$ cat src/rtl/kid_pkg.sv
// rtl/kid_pkg.sv - shared state encoding, key indices and velocity type for kid_motion
package kid_pkg;

    // Vertical velocity: two's complement, positive = up.
    localparam int VY_W = 6;
    typedef logic signed [VY_W-1:0] vy_t;

    typedef enum logic [2:0] {
        ST_GROUND = 3'd0,
        ST_JUMP   = 3'd1,
        ST_FALL   = 3'd2,
        ST_DEAD   = 3'd3
    } kid_state_t;

    // Bit positions inside keys[3:0].
    localparam int KEY_LEFT    = 0;
    localparam int KEY_RIGHT   = 1;
    localparam int KEY_JUMP    = 2;
    localparam int KEY_RESTART = 3;

endpackage

$ cat src/rtl/kid_motion_if.sv
// rtl/kid_motion_if.sv - control inputs and sprite state outputs of kid_motion
// master: drives update_en/keys/hit and observes the sprite state.
// slave : the motion engine; consumes the controls, drives kid_x/kid_y/facing/
//         kid_state/jumps_used/alive.
interface kid_motion_if #(
    parameter int X_W = 10,
    parameter int Y_W = 10
);
    logic           update_en;
    logic [3:0]     keys;
    logic           hit;
    logic [X_W-1:0] kid_x;
    logic [Y_W-1:0] kid_y;
    logic           facing;
    logic [2:0]     kid_state;
    logic [1:0]     jumps_used;
    logic           alive;

    modport master (
        output update_en, keys, hit,
        input  kid_x, kid_y, facing, kid_state, jumps_used, alive
    );

    modport slave (
        input  update_en, keys, hit,
        output kid_x, kid_y, facing, kid_state, jumps_used, alive
    );
endinterface

$ cat src/rtl/kid_vert_step.sv
// rtl/kid_vert_step.sv - one physics tick of vertical motion with floor/ceiling resolve
// Purely combinational.
// Ports: y/vy      current top edge and velocity (positive = up)
//        y_next    resolved top edge after the tick
//        vy_next   velocity after gravity and terminal-speed limit
//        landed    the tick reached or passed the floor line
//        bumped    the tick went above the top of the playfield
module kid_vert_step
    import kid_pkg::*;
#(
    parameter int Y_W      = 10,
    parameter int FLOOR_Y  = 464,
    parameter int GRAVITY  = 1,
    parameter int MAX_FALL = 9
) (
    input  logic [Y_W-1:0] y,
    input  vy_t            vy,
    output logic [Y_W-1:0] y_next,
    output vy_t            vy_next,
    output logic           landed,
    output logic           bumped
);

    // One extra bit so y - vy can go negative or past the floor without wrapping.
    localparam int W  = Y_W + 1;
    localparam int VW = VY_W + 1;
    localparam logic signed [W-1:0]  FLOOR_S = W'(FLOOR_Y);
    localparam logic signed [VW-1:0] GRAV_S  = VW'(GRAVITY);
    localparam logic signed [VW-1:0] NEG_MAX = -VW'(MAX_FALL);

    logic signed [W-1:0]  y_s;
    logic signed [W-1:0]  vy_s;
    logic signed [W-1:0]  ny;
    logic signed [VW-1:0] vy_w;
    logic signed [VW-1:0] vy_dec;

    always_comb begin
        y_s    = {1'b0, y};
        vy_s   = {{(W - VY_W){vy[VY_W-1]}}, vy};
        ny     = y_s - vy_s;
        vy_w   = {vy[VY_W-1], vy};
        vy_dec = vy_w - GRAV_S;

        landed = (ny >= FLOOR_S);
        bumped = ny[W-1];

        y_next  = ny[Y_W-1:0];
        vy_next = (vy_dec < NEG_MAX) ? NEG_MAX[VY_W-1:0] : vy_dec[VY_W-1:0];

        if (landed) begin
            y_next  = FLOOR_S[Y_W-1:0];
            vy_next = '0;
        end else if (bumped) begin
            y_next  = '0;
            vy_next = '0;
        end
    end

endmodule

$ cat src/rtl/kid_motion.sv
// rtl/kid_motion.sv - platformer sprite motion engine (run, double jump, gravity, death/respawn)
// Ports: clk        sole clock
//        rst        synchronous active-high reset, overrides update_en
//        bus.update_en  one-clock physics tick strobe; nothing moves without it
//        bus.keys       [0]=left [1]=right [2]=jump [3]=restart, active high
//        bus.hit        hazard contact, kills the sprite on a tick
//        bus.kid_x/kid_y    top-left corner of the sprite
//        bus.facing         1 = facing right
//        bus.kid_state      GROUND/JUMP/FALL/DEAD
//        bus.jumps_used     jumps consumed in the current airtime
//        bus.alive          0 while dead
// Build option: KID_WRAP_EN - horizontal motion wraps around the screen edges
//               instead of clamping.
module kid_motion
    import kid_pkg::*;
#(
    parameter int X_W       = 10,
    parameter int Y_W       = 10,
    parameter int SCREEN_W  = 640,
    parameter int SCREEN_H  = 480,
    parameter int KID_W     = 16,
    parameter int KID_H     = 16,
    parameter int RUN_SPEED = 3,
    parameter int JUMP_VEL  = 8,
    parameter int GRAVITY   = 1,
    parameter int MAX_FALL  = 9,
    parameter int MAX_JUMPS = 2,
    parameter int SPAWN_X   = 100,
    parameter int SPAWN_Y   = 464
) (
    input  logic         clk,
    input  logic         rst,
    kid_motion_if.slave  bus
);

    localparam int FLOOR_Y = SCREEN_H - KID_H;
    localparam int X_MAX   = SCREEN_W - KID_W;
    localparam int XW      = X_W + 1;
    localparam logic signed [XW-1:0] RUN_S   = XW'(RUN_SPEED);
    localparam logic signed [XW-1:0] X_MAX_S = XW'(X_MAX);
    localparam logic [X_W-1:0]       X_MAX_U = X_W'(X_MAX);
    localparam logic [1:0]           MAX_J   = 2'(MAX_JUMPS);
    localparam kid_state_t RESPAWN_ST = (SPAWN_Y == FLOOR_Y) ? ST_GROUND : ST_FALL;

    kid_state_t     state, state_n;
    logic [X_W-1:0] x, x_n;
    logic [Y_W-1:0] y, y_n;
    vy_t            vy, vy_n;
    logic           facing, facing_n;
    logic [1:0]     jumps, jumps_n;
    logic           prev_jump, prev_jump_n;

    logic [Y_W-1:0] step_y;
    vy_t            step_vy;
    logic           step_landed;
    logic           step_bumped;

    logic                 left_only;
    logic                 right_only;
    logic                 jump_edge;
    logic signed [XW-1:0] x_s;
    logic signed [XW-1:0] x_left;
    logic signed [XW-1:0] x_right;
    logic [X_W-1:0]       x_move;
    logic                 facing_move;

    kid_vert_step #(
        .Y_W      (Y_W),
        .FLOOR_Y  (FLOOR_Y),
        .GRAVITY  (GRAVITY),
        .MAX_FALL (MAX_FALL)
    ) u_vert (
        .y       (y),
        .vy      (vy),
        .y_next  (step_y),
        .vy_next (step_vy),
        .landed  (step_landed),
        .bumped  (step_bumped)
    );

    // Horizontal candidate position; applied only when the sprite is alive.
    always_comb begin
        left_only   = bus.keys[KEY_LEFT] & ~bus.keys[KEY_RIGHT];
        right_only  = bus.keys[KEY_RIGHT] & ~bus.keys[KEY_LEFT];
        x_s         = {1'b0, x};
        x_left      = x_s - RUN_S;
        x_right     = x_s + RUN_S;
        x_move      = x;
        facing_move = facing;
        if (left_only) begin
            facing_move = 1'b0;
            if (x_left[XW-1]) begin
`ifdef KID_WRAP_EN
                x_move = X_MAX_U;
`else
                x_move = '0;
`endif
            end else begin
                x_move = x_left[X_W-1:0];
            end
        end else if (right_only) begin
            facing_move = 1'b1;
            if (x_right > X_MAX_S) begin
`ifdef KID_WRAP_EN
                x_move = '0;
`else
                x_move = X_MAX_U;
`endif
            end else begin
                x_move = x_right[X_W-1:0];
            end
        end
    end

    // State register.
    always_ff @(posedge clk) begin
        if (rst) begin
            state     <= ST_GROUND;
            x         <= X_W'(SPAWN_X);
            y         <= Y_W'(SPAWN_Y);
            vy        <= '0;
            facing    <= 1'b1;
            jumps     <= '0;
            prev_jump <= 1'b0;
        end else begin
            state     <= state_n;
            x         <= x_n;
            y         <= y_n;
            vy        <= vy_n;
            facing    <= facing_n;
            jumps     <= jumps_n;
            prev_jump <= prev_jump_n;
        end
    end

    // Next-state and datapath update for one tick.
    always_comb begin
        state_n     = state;
        x_n         = x;
        y_n         = y;
        vy_n        = vy;
        facing_n    = facing;
        jumps_n     = jumps;
        prev_jump_n = prev_jump;
        jump_edge   = bus.keys[KEY_JUMP] & ~prev_jump;

        if (bus.update_en) begin
            prev_jump_n = bus.keys[KEY_JUMP];
            if (bus.hit) begin
                // Death wins over everything else on the same tick.
                state_n = ST_DEAD;
                vy_n    = '0;
            end else if (state == ST_DEAD) begin
                if (bus.keys[KEY_RESTART]) begin
                    state_n  = RESPAWN_ST;
                    x_n      = X_W'(SPAWN_X);
                    y_n      = Y_W'(SPAWN_Y);
                    vy_n     = '0;
                    jumps_n  = '0;
                    facing_n = 1'b1;
                end
            end else begin
                x_n      = x_move;
                facing_n = facing_move;
                if (jump_edge && (jumps < MAX_J)) begin
                    // Launch tick: velocity loads, height stays put.
                    state_n = ST_JUMP;
                    vy_n    = VY_W'(JUMP_VEL);
                    jumps_n = jumps + 2'd1;
                end else if (state != ST_GROUND) begin
                    y_n  = step_y;
                    vy_n = step_vy;
                    if (step_landed) begin
                        state_n = ST_GROUND;
                        jumps_n = '0;
                    end else if (step_bumped) begin
                        state_n = ST_FALL;
                    end else begin
                        state_n = (!step_vy[VY_W-1] && (step_vy != '0)) ? ST_JUMP : ST_FALL;
                    end
                end
            end
        end
    end

    // Outputs come straight from registers.
    always_comb begin
        bus.kid_x      = x;
        bus.kid_y      = y;
        bus.facing     = facing;
        bus.kid_state  = state;
        bus.jumps_used = jumps;
        bus.alive      = (state != ST_DEAD);
    end

endmodule

$ cat src/flat_wrapper.sv
// flat-port wrapper written by rule: the top's interface ports become plain ports
module kid_motion_flat import kid_pkg::*;
#(
    parameter int X_W       = 10,
    parameter int Y_W       = 10,
    parameter int SCREEN_W  = 640,
    parameter int SCREEN_H  = 480,
    parameter int KID_W     = 16,
    parameter int KID_H     = 16,
    parameter int RUN_SPEED = 3,
    parameter int JUMP_VEL  = 8,
    parameter int GRAVITY   = 1,
    parameter int MAX_FALL  = 9,
    parameter int MAX_JUMPS = 2,
    parameter int SPAWN_X   = 100,
    parameter int SPAWN_Y   = 464
)
  (clk, rst, bus_update_en, bus_keys, bus_hit, bus_kid_x, bus_kid_y, bus_facing, bus_kid_state, bus_jumps_used, bus_alive);
  kid_motion_if #(.X_W(X_W), .Y_W(Y_W)) bus_i ();
  input  logic clk;
  input  logic rst;
  input wire logic [$bits(bus_i.update_en)-1:0] bus_update_en;
  input wire logic [$bits(bus_i.keys)-1:0] bus_keys;
  input wire logic [$bits(bus_i.hit)-1:0] bus_hit;
  output wire logic [$bits(bus_i.kid_x)-1:0] bus_kid_x;
  output wire logic [$bits(bus_i.kid_y)-1:0] bus_kid_y;
  output wire logic [$bits(bus_i.facing)-1:0] bus_facing;
  output wire logic [$bits(bus_i.kid_state)-1:0] bus_kid_state;
  output wire logic [$bits(bus_i.jumps_used)-1:0] bus_jumps_used;
  output wire logic [$bits(bus_i.alive)-1:0] bus_alive;
  assign bus_i.update_en = bus_update_en;
  assign bus_i.keys = bus_keys;
  assign bus_i.hit = bus_hit;
  assign bus_kid_x = bus_i.kid_x;
  assign bus_kid_y = bus_i.kid_y;
  assign bus_facing = bus_i.facing;
  assign bus_kid_state = bus_i.kid_state;
  assign bus_jumps_used = bus_i.jumps_used;
  assign bus_alive = bus_i.alive;
  kid_motion #(.X_W(X_W), .Y_W(Y_W), .SCREEN_W(SCREEN_W), .SCREEN_H(SCREEN_H), .KID_W(KID_W), .KID_H(KID_H), .RUN_SPEED(RUN_SPEED), .JUMP_VEL(JUMP_VEL), .GRAVITY(GRAVITY), .MAX_FALL(MAX_FALL), .MAX_JUMPS(MAX_JUMPS), .SPAWN_X(SPAWN_X), .SPAWN_Y(SPAWN_Y)) u_core (.clk(clk), .rst(rst), .bus(bus_i));
endmodule
$ cat config.mk
export PLATFORM = sky130hd
export DESIGN_NAME = kid_motion_flat
export DESIGN_NICKNAME = d
export VERILOG_FILES = /design/src/rtl/kid_pkg.sv /design/src/rtl/kid_motion_if.sv /design/src/rtl/kid_vert_step.sv /design/src/rtl/kid_motion.sv /design/src/flat_wrapper.sv
export SDC_FILE = /design/constraint.sdc
export NUM_CORES = 1
export LEC_CHECK = 0
export BUFFER_PORTS_ARGS = -buffer_cell sky130_fd_sc_hd__buf_2
export CAP_MARGIN = 20
export CORE_AREA = 2 2 131 69
export CTS_CLUSTER_DIAMETER = 200
export DETAILED_ROUTE_END_ITERATION = 8
export DIE_AREA = 0 0 133 71
export GPL_TIMING_DRIVEN = 0
export SYNTH_ARGS = -nofsm -noshare
export SYNTH_HDL_FRONTEND = slang
export SYNTH_HIERARCHICAL = 1
export SYNTH_SLANG_ARGS = --single-unit
export TNS_END_PERCENT = 1
$ cat constraint.sdc
create_clock -name clk -period 6.4 [get_ports clk]
set_input_delay 1.6 -clock clk [delete_from_list [all_inputs] [get_ports clk]]
set_output_delay 1.6 -clock clk [all_outputs]
set_load 0.01 [all_outputs]
==> results_dict.tcl, run 1 <==
set metrics [dict create \
    min_path_type "reg -> reg" \
    outcome "complete, no violations" \
    ir_worst_vdd_mv 0.1090 \
    drc 0 \
    cts-htree-levels 2 \
    async_reset_ff_share_pct 0 \
    synth_top_area_share_pct 22.70 \
    insertedDiodeCount 0 \
    fin_setup_tns_ps 0 \
    grt_usage_pct 18.80 \
    syn_nets 405 \
    wl_per_cell_um 15.99 \
    utilization_pct 39.31 \
    synth_common_cells "a21oi_1, nor2_1, dfxtp_1, nand2_1, inv_1" \
    drive_gt1_share_pct 15.68 \
    clockRootBuffer "clkbuf_16" \
    cts_buffers 5 \
    placed_cells 530 \
    synth_edf_count 0 \
    cts_tree "built" \
    dpl-instance-area_mm2 0.003129 \
    crit_required_ps 6550 \
    setup.worst_path.start_class "register" \
    yosys_warnings 6 \
    synth.area.top_cells "dfxtp_1, a21oi_1, ha_1" \
    fillCellCount 870 \
    gp_congestion 0.9227 \
    rows 24 \
    ys_seq_elements 32 \
    cts_sinks 32 \
    drv_slew 0 \
    first_pass_iters 6 \
    finalCriticalPeriod_ps 4029 \
    powerDensity_mw_per_mm2 278.8 \
    fin_nets 444 \
    netlist_area_mm2 0.002823 \
    grt.overflow.total 0 \
    synth_cell_types 72 \
    post-synth-top-count-cell "a21oi_1" \
    synth_ff_type "dfxtp_1" \
    cts.path.max_buffers 2 \
    grt_pass1_wl_mm 14.03 \
    core-area_mm2 0.008378 \
    cts_hold_buffers 0 \
    port_buffers 32 \
    antenna_found_initial 0 \
    grt_pass1_vias 2640 \
    post_cts_buffers 0 \
    synthCells 381 \
    critical_path_class "reg -> reg" \
    grt_max_degree 11 \
    wl_mm 8.600 \
    ys_seq_area_share_pct 22.70 \
    crit_arrival_ps 4180 \
    die_w_um 133 \
    viasPerCell 5.641 \
    vias 3035 \
    fmax_ghz 0.2482 \
    fin_area_mm2 0.003293 \
    area_growth_pct 16.67 \
    yosys.area.top_type "dfxtp_1" \
    die_h_um 71 \
    detailedPlace.worstSlack_ps 2470 \
    critPathMaxFanout 10 \
    synth.avg_cell_area_um2 7.409 \
    rsz0062_at_grt "false" \
    report.final.setup_viol 0 \
    drv_cap 0 \
    end_kind "register" \
    ios 35 \
    max_slew_margin_pct 40.43 \
    skew_ps 9.032 \
    postCtsResizedCells 0 \
    clk_latency_ps 280 \
    clkSlewWorstSetupHoldPaths_ps 60 \
    p_leak_nw 1.319 \
    initial_core_util_pct 33.69 \
    ant_nets 0 \
    final_hold_viol_count 0 \
    stdcell_count 538 \
    worstMarginPinSlew_ps 891.6 \
    period_share_pct 62.95 \
    first_iter_violations 411 \
    dpl.hpwl_mm 6.663 \
    dieArea_mm2 0.009443 \
    setup_ws_ps 2371 \
]
[final cells by class]
class / count / area (um2) / area share [%]
multi-input cells: 305 / 1994 / 60.56
plain buffers: 23 / 108.9 / 3.305
flip-flops and latches: 32 / 640.6 / 19.45
well taps: 117 / 146.4 / 4.445
clock inverters: 2 / 35.03 / 1.064
inverters: 21 / 78.83 / 2.394
repair buffers: 32 / 160.2 / 4.863
clock buffers: 6 / 128.9 / 3.913
[registers in the layout (all words and copies together) (netlist names)]
register / cells
u_core/prev_jump: 1
u_core/bus.kid_x: 10
u_core/vy: 6
u_core/bus.kid_y: 10
u_core/bus.jumps_used: 2
u_core/bus.facing: 1
u_core/bus.kid_state: 2
[where the power goes]
group	internal [mW]	switching, mW
combinational	0.169	0.247
clock	0.183	0.0930
sequential	0.210	0.0156
total	0.562	0.356
[stage by stage]
step	hold slack (ps)	power, mW
finish	472.5	0.9180
detailed placement	464.8	0.6312
floorplan	475.9	0.5395
global route	503.1	0.9747
CTS	474.0	0.9130
global placement	451.0	0.6270
[layout by cell type (no fill, tap or decap), drive strengths merged, types with 5 or more instances in the layout]
master   n
nor2b    5
xor2     5
nand2   26
buf     41
a21oi   43
nand3   18
nor3    17
inv     21
nor3b    6
clkbuf  20
and3     9
a211oi   5
ha      15
o21bai   5
xnor2    8
o21ai   19
nand2b   7
dfxtp   32
a31oi    5
o31ai    7
nor2    35
[worst max-delay path, cell delays in order (launching register included)]
cell      delay, ps
dfxtp_1         500
inv_1           260
ha_1            430
and3_2          230
a221oi_4        360
xnor2_1         130
nand2b_4        170
o311ai_2        360
buf_6           190
nor3b_1          80
or4_1           540
o21ai_0         330
nor3_1           90
o22ai_1         170
nor2_1           60
[metal layers]
metal	vias up	global-route usage (%)	share of wire, %	wire [um]
met5	-	0	0	0
met4	0	4.182	0.81	70
met3	9	4.301	8.4	726
met2	136	23.03	35	3042
met1	1404	31.32	55	4761
li1	1486	-	-	-
[final timing paths]
| check | startpoint | to | slack, ps | depth (start not counted) |
|---|---|---|---|---|
| min reg2reg | u_core/bus.kid_y[0]$_SDFFE_PP0P_ | u_core/bus.kid_y[0]$_SDFFE_PP0P_ | 470 | 2 |
| max reg2reg | u_core/vy[5]$_SDFFE_PP0P_ | u_core/bus.kid_state[0]$_SDFFE_PP0P_ | 2370 | 14 |
| max | u_core/vy[5]$_SDFFE_PP0P_ | u_core/bus.kid_state[0]$_SDFFE_PP0P_ | 2370 | 14 |
| min | u_core/bus.kid_y[0]$_SDFFE_PP0P_ | u_core/bus.kid_y[0]$_SDFFE_PP0P_ | 470 | 2 |
[logic make-up after synthesis]
family | count (synthesis) | share of synthesized area (%)
AND/OR/NAND/NOR | 145 | 27.00
multiplexers | 2 | 0.7092
adder cells (fa/ha/maj) | 17 | 7.713
AO/OA/AOI/OAI | 126 | 30.94
XOR/XNOR | 13 | 4.034
other | 2 | 0.2661
buffers and inverters | 44 | 6.649
flip-flops | 32 | 22.69
(Power assumes the default switching activity.)
==> run 2: changes to the inputs <==
--- a/config.mk
+++ b/config.mk
@@ -5,12 +5,13 @@
 export SDC_FILE = /design/constraint.sdc
 export NUM_CORES = 1
 export LEC_CHECK = 0
+export ABC_AREA = 1
 export BUFFER_PORTS_ARGS = -buffer_cell sky130_fd_sc_hd__buf_2
 export CAP_MARGIN = 20
-export CORE_AREA = 2 2 131 69
+export CORE_AREA = 2 2 133 70
 export CTS_CLUSTER_DIAMETER = 200
 export DETAILED_ROUTE_END_ITERATION = 8
-export DIE_AREA = 0 0 133 71
+export DIE_AREA = 0 0 135 72
 export GPL_TIMING_DRIVEN = 0
 export SYNTH_ARGS = -nofsm -noshare
 export SYNTH_HDL_FRONTEND = slang
==> constraint.sdc (replaced) <==
create_clock -name clk -period 4.1 [get_ports clk]
set_input_delay 1.025 -clock clk [delete_from_list [all_inputs] [get_ports clk]]
set_output_delay 1.025 -clock clk [all_outputs]
set_load 0.01 [all_outputs]
==> results_dict.tcl, run 2 <==
set metrics [dict create \
    outcome "complete, no violations" \
    seqCellArea_um2 640.6 \
    rsz0062_at_grt "false" \
    ys_seq_elements 32 \
    post-synth-top-count-cell "nand2_1" \
    multi_input_area_mm2 0.001951 \
    synth.avg_cell_area_um2 5.977 \
    fin_nets 552 \
    die_w_um 135 \
    max_slew_margin_pct 59.20 \
    ys_seq_area_share_pct 21.96 \
    drv_slew 0 \
    grt_usage_pct 16.13 \
    finalCriticalPeriod_ps 2911 \
    report.final.setup_viol 0 \
    critPathMaxFanout 10 \
    skew_ps 5.551 \
    first_iter_violations 164 \
    drive_gt1_share_pct 18.34 \
    final_hold_viol_count 0 \
    post_cts_buffers 0 \
    synth_cell_types 40 \
    synth_simple_gate_area_share_pct 42.47 \
    first_pass_iters 5 \
    synthMuxAreaShare_pct 0 \
    syn_nets 512 \
    ir_worst_vdd_mv 0.1525 \
    fin_setup_tns_ps 0 \
    grt_pass1_vias 2792 \
    grt_pass1_wl_mm 12.68 \
    p_leak_nw 1.621 \
    ios 35 \
    cts-htree-levels 2 \
    gp_congestion 0.8451 \
    initial_core_util_pct 34.20 \
    synthXorXnorAreaFrac_pct 2.102 \
    drv_cap 0 \
    drc 0 \
    powerDensity_mw_per_mm2 418.2 \
    async_reset_ff_share_pct 0 \
    yosys.area.top_type "dfxtp_1" \
    wl_mm 7.382 \
    period_share_pct 70.99 \
    netlist_area_mm2 0.002917 \
    ant_nets 0 \
    clk_latency_ps 280 \
    synth_edf_count 0 \
    fillCellCount 939 \
    grt.overflow.total 0 \
    cts_sinks 32 \
    end_kind "register" \
    cts_hold_buffers 0 \
    cts_tree "built" \
    grt_max_degree 11 \
    worstMarginPinSlew_ps 612.1 \
    final_common_cell "nand2_1" \
    min_path_type "reg -> reg" \
    insertedDiodeCount 0 \
    synth_top_area_share_pct 21.96 \
    antenna_found_initial 0 \
    port_buffers 33 \
    synthCells 488 \
    dieArea_mm2 0.009720 \
    setup.worst_path.start_class "register" \
    rows 24 \
    die_h_um 72 \
    synth_common_cells "nand2_1, inv_1, a21oi_1, nor2_1, nand3_1" \
    postCtsResizedCells 0 \
    core-area_mm2 0.008528 \
    yosys_warnings 6 \
    dpl.hpwl_mm 5.856 \
    synth_fa_ha_area_share_pct 7.121 \
    crit_arrival_ps 3080 \
    fmax_ghz 0.3436 \
    wl_per_cell_um 11.43 \
    vias 3051 \
    clockRootBuffer "clkbuf_16" \
    final_cell_mix "nand2_1, inv_1, a21oi_1" \
    finalPower_mw 1.411 \
    synth_ff_type "dfxtp_1" \
    synth.area.top_cells "dfxtp_1, nand2_1, a21oi_1" \
    critical_path_class "reg -> reg" \
    clkSlewWorstSetupHoldPaths_ps 50 \
    crit_required_ps 4270 \
    synth_top_family_by_area "simple AND/OR/NAND/NOR gates" \
    synth_compound_area_share_pct 14.93 \
    cts.path.max_buffers 2 \
    cts_buffers 5 \
    area_growth_pct 15.70 \
    viasPerCell 4.723 \
]
==> run 2: cell types whose count changed in the layout (fill, tap and decap cells not counted), moves of 7 or more <==
cell,delta
nand2_1,+115
inv_1,+36
nand3_1,+19
nor2_2,+16
nand2_2,+12
nor3_1,-12
and3_1,-8
nor2_1,+7
o21ai_0,+7
o31ai_1,-7
xnor2_1,-7
==> run 2: path summary, 6_finish.rpt <==
kind	from	to	slack, ps	cells past startpoint
setup / recovery	u_core/bus.kid_y[0]$_SDFFE_PP0P_	u_core/bus.kid_state[0]$_SDFFE_PP0P_	1190	18
hold / removal	u_core/bus.jumps_used[1]$_SDFFE_PP0P_	u_core/bus.jumps_used[1]$_SDFFE_PP0P_	490	2
setup reg to reg	u_core/bus.kid_y[0]$_SDFFE_PP0P_	u_core/bus.kid_state[0]$_SDFFE_PP0P_	1190	18
hold reg to reg	u_core/bus.jumps_used[1]$_SDFFE_PP0P_	u_core/bus.jumps_used[1]$_SDFFE_PP0P_	490	2
==> run 2: where the power goes <==
group          switching [mW]  leakage [nW]  internal, mW
combinational           0.431          1.29         0.243
sequential             0.0302         0.262         0.339
clock                   0.127        0.0712         0.242
==> run 2: stage by stage <==
stage,utilization (%),instances,setup WS [ps],instance area [um2],hold slack (ps)
floorplan,-,488,1552,2917,492.0
global placement,37.85,638,1213,3228,479.7
detailed placement,37.85,638,1205,3228,486.0
CTS,39.57,646,1190,3374,494.1
global route,39.57,646,927.6,3374,518.8
finish,39.57,646,1189,3374,487.2
==> run 2: area by class of cell <==
type,count,area share [%]
timing repair buffer,33,4.894
buffer,12,1.965
inverter,68,7.675
multi-input combinational,376,57.80
sequential,32,18.98
tap,117,4.338
clock buffer,8,4.338
==> run 2: worst max-delay path: stages (launching register included) <==
cell	delay [ps]
dfxtp_1	330
inv_1	60
ha_1	140
inv_1	90
fa_1	440
nand2_1	100
nand3_2	90
nand3_1	110
nand3_1	70
nand2_1	120
nand2_1	90
o21ai_2	190
buf_6	190
nor2_2	60
nor2_1	100
nand2_1	50
o21ai_0	250
nor3_1	80
o221a_2	230
==> run 2: cells by family (layout without fill, tap and decap cells) <==
kind of cell / Yosys count / after routing
other: 2 / 2
AOI/OAI and AO/OA: 81 / 81
adders and majority gates: 16 / 16
buffers and inverters: 80 / 121
xor gates and xnor gates: 7 / 7
DFF: 32 / 32
and+or+nand+nor: 270 / 270
==> run 2: per-layer routing <==
| layer | routed length [um] | up-vias | global-route usage [%] |
|---|---|---|---|
| met5 | 0 | - | 0 |
| met4 | 82 | 0 | 4.398 |
| met3 | 294 | 6 | 2.655 |
| met2 | 3313 | 53 | 27.58 |
| met1 | 3692 | 1353 | 21.35 |
| li1 | - | 1639 | - |
==> run 3: changes to the inputs <==
==> constraint.sdc (replaced) <==
create_clock -name clk -period 2.75 [get_ports clk]
set_input_delay 0.6875 -clock clk [delete_from_list [all_inputs] [get_ports clk]]
set_output_delay 0.6875 -clock clk [all_outputs]
set_load 0.01 [all_outputs]
==> results_dict.tcl, run 3 (synthesis results as in run 2) <==
set metrics [dict create \
    outcome "complete, no violations" \
    p_leak_nw 1.659 \
    report.final.setup_viol 0 \
    port_buffers 33 \
    die_w_um 135 \
    grt_pass1_wl_mm 12.69 \
    max_slew_margin_pct 59.79 \
    drv_cap 0 \
    rsz0062_at_grt "false" \
    first_iter_violations 169 \
    grt.overflow.total 0 \
    crit_arrival_ps 2800 \
    skew_ps 6.734 \
    period_share_pct 95.51 \
    area_growth_pct 21.75 \
    fmax_ghz 0.3807 \
    cts-htree-levels 2 \
    dpl.hpwl_mm 5.856 \
    wl_per_cell_um 11.60 \
    rows 24 \
    grt_max_degree 11 \
    crit_slowest_cell "fa_2" \
    clkSlewWorstSetupHoldPaths_ps 50 \
    drv_slew 0 \
    ant_nets 0 \
    worstMarginPinSlew_ps 603.2 \
    cts_buffers 5 \
    finalCriticalPeriod_ps 2626 \
    wl_mm 7.572 \
    whs_ps 482.7 \
    hp-start "u_core/bus.kid_y[0]$_SDFFE_PP0P_" \
    critPathMaxFanout 6 \
    max_stage_delay_ps 390 \
    first_pass_iters 4 \
    drc 0 \
    drive_gt1_share_pct 24.07 \
    antenna_found_initial 0 \
    dpl-instance-area_mm2 0.003228 \
    vias 3077 \
    final_cell_mix "nand2_1, inv_1, a21oi_1" \
    fin_area_mm2 0.003551 \
    ir_worst_vdd_mv 0.2323 \
    end_kind "register" \
    min_path_type "reg -> reg" \
    dieArea_mm2 0.009720 \
    cp-startpoint "u_core/bus.kid_y[0]$_SDFFE_PP0P_" \
    clk_latency_ps 280 \
    crit_required_ps 2920 \
    setup.worst_path.start_class "register" \
    cts_hold_buffers 0 \
    ios 35 \
    initial_core_util_pct 34.20 \
    critical_path_class "reg -> reg" \
    crit_chain "inv_1 -> ha_4 -> inv_4 -> fa_2 -> nand2_2 -> nand3_4 -> nand3_4 -> nand3_2 -> nand2_2 -> nand3_2 -> o21ai_2 -> buf_6 -> nor2_2 -> nor2_1 -> nand2_1 -> o21ai_2 -> nor3_1 -> o221a_2" \
    cts.path.max_buffers 2 \
    grt_usage_pct 16.13 \
    r2r-start "u_core/bus.kid_y[0]$_SDFFE_PP0P_" \
    clockRootBuffer "clkbuf_16" \
    core-area_mm2 0.008528 \
    grt_pass1_vias 2798 \
    insertedDiodeCount 0 \
    fin_nets 559 \
    utilization_pct 41.64 \
    viasPerCell 4.712 \
    final_common_cell "nand2_1" \
    powerDensity_mw_per_mm2 633.6 \
    die_h_um 72 \
    cts_sinks 32 \
    cts_tree "built" \
    gp_congestion 0.8451 \
    final_hold_viol_count 0 \
]
## run 3: final timing paths
path,to,slack [ps],cells after the start
max,u_core/bus.kid_state[0]$_SDFFE_PP0P_,120,18
min,u_core/bus.kid_y[0]$_SDFFE_PP0P_,480,2
max reg2reg,u_core/bus.kid_state[0]$_SDFFE_PP0P_,120,18
min reg2reg,u_core/bus.kid_y[0]$_SDFFE_PP0P_,480,2
## run 3: repair_timing
| item | CTS | global route |
|---|---|---|
| resized for setup | 4 | 28 |
| endpoints found under the setup margin | 2 | 4 |
| hold endpoints to repair | 0 | 0 |
| setup buffers | 2 | 5 |
| pin swaps | 0 | 8 |
## run 3: report_power, final
group / switching, mW / total [mW] / leakage (nW) / internal [mW]
Sequential: 0.0493 / 0.555 / 0.263 / 0.506
Clock: 0.190 / 0.550 / 0.0712 / 0.360
Combinational: 0.693 / 1.14 / 1.33 / 0.451
## run 3: critical path: cells and delay by family (launching register included)
| kind | cells | cell delay [ps] |
|---|---|---|
| simple gates | 10 | 810 |
| flops | 1 | 330 |
| fa+ha+maj | 2 | 530 |
| compound gates | 3 | 580 |
| buf+inv | 3 | 270 |
## run 3: area by class of cell
| cell class | instances | area [um2] |
|---|---|---|
| buffer | 12 | 66.31 |
| clock buffer | 8 | 146.4 |
| fill | 929 | 4977 |
| inverter | 68 | 264.0 |
| multi-input combinational | 376 | 2066 |
| sequential | 32 | 644.4 |
| tap | 117 | 146.4 |
| timing repair buffer | 40 | 217.7 |
## run 3: per-stage QoR
step           power (mW)  setup slack (ps)  instances  setup TNS, ps
5_1_grt             2.431             11.13        653              0
3_5_place_dp        1.561            -145.4        638         -189.3
2_1_floorplan       1.358             202.2        488              0
4_1_cts             2.158             23.65        648              0
3_3_place_gp        1.555            -137.1        638         -176.4
6_report            2.250             123.6        653              0
## run 3: per-layer routing
metal | vias up | wire, um | global-route usage, %
met1 | 1383 | 3738 | 21.31
met2 | 38 | 3480 | 27.64
met5 | - | 0 | 0
li1 | 1650 | - | -
met4 | 0 | 82 | 4.398
met3 | 6 | 272 | 2.655
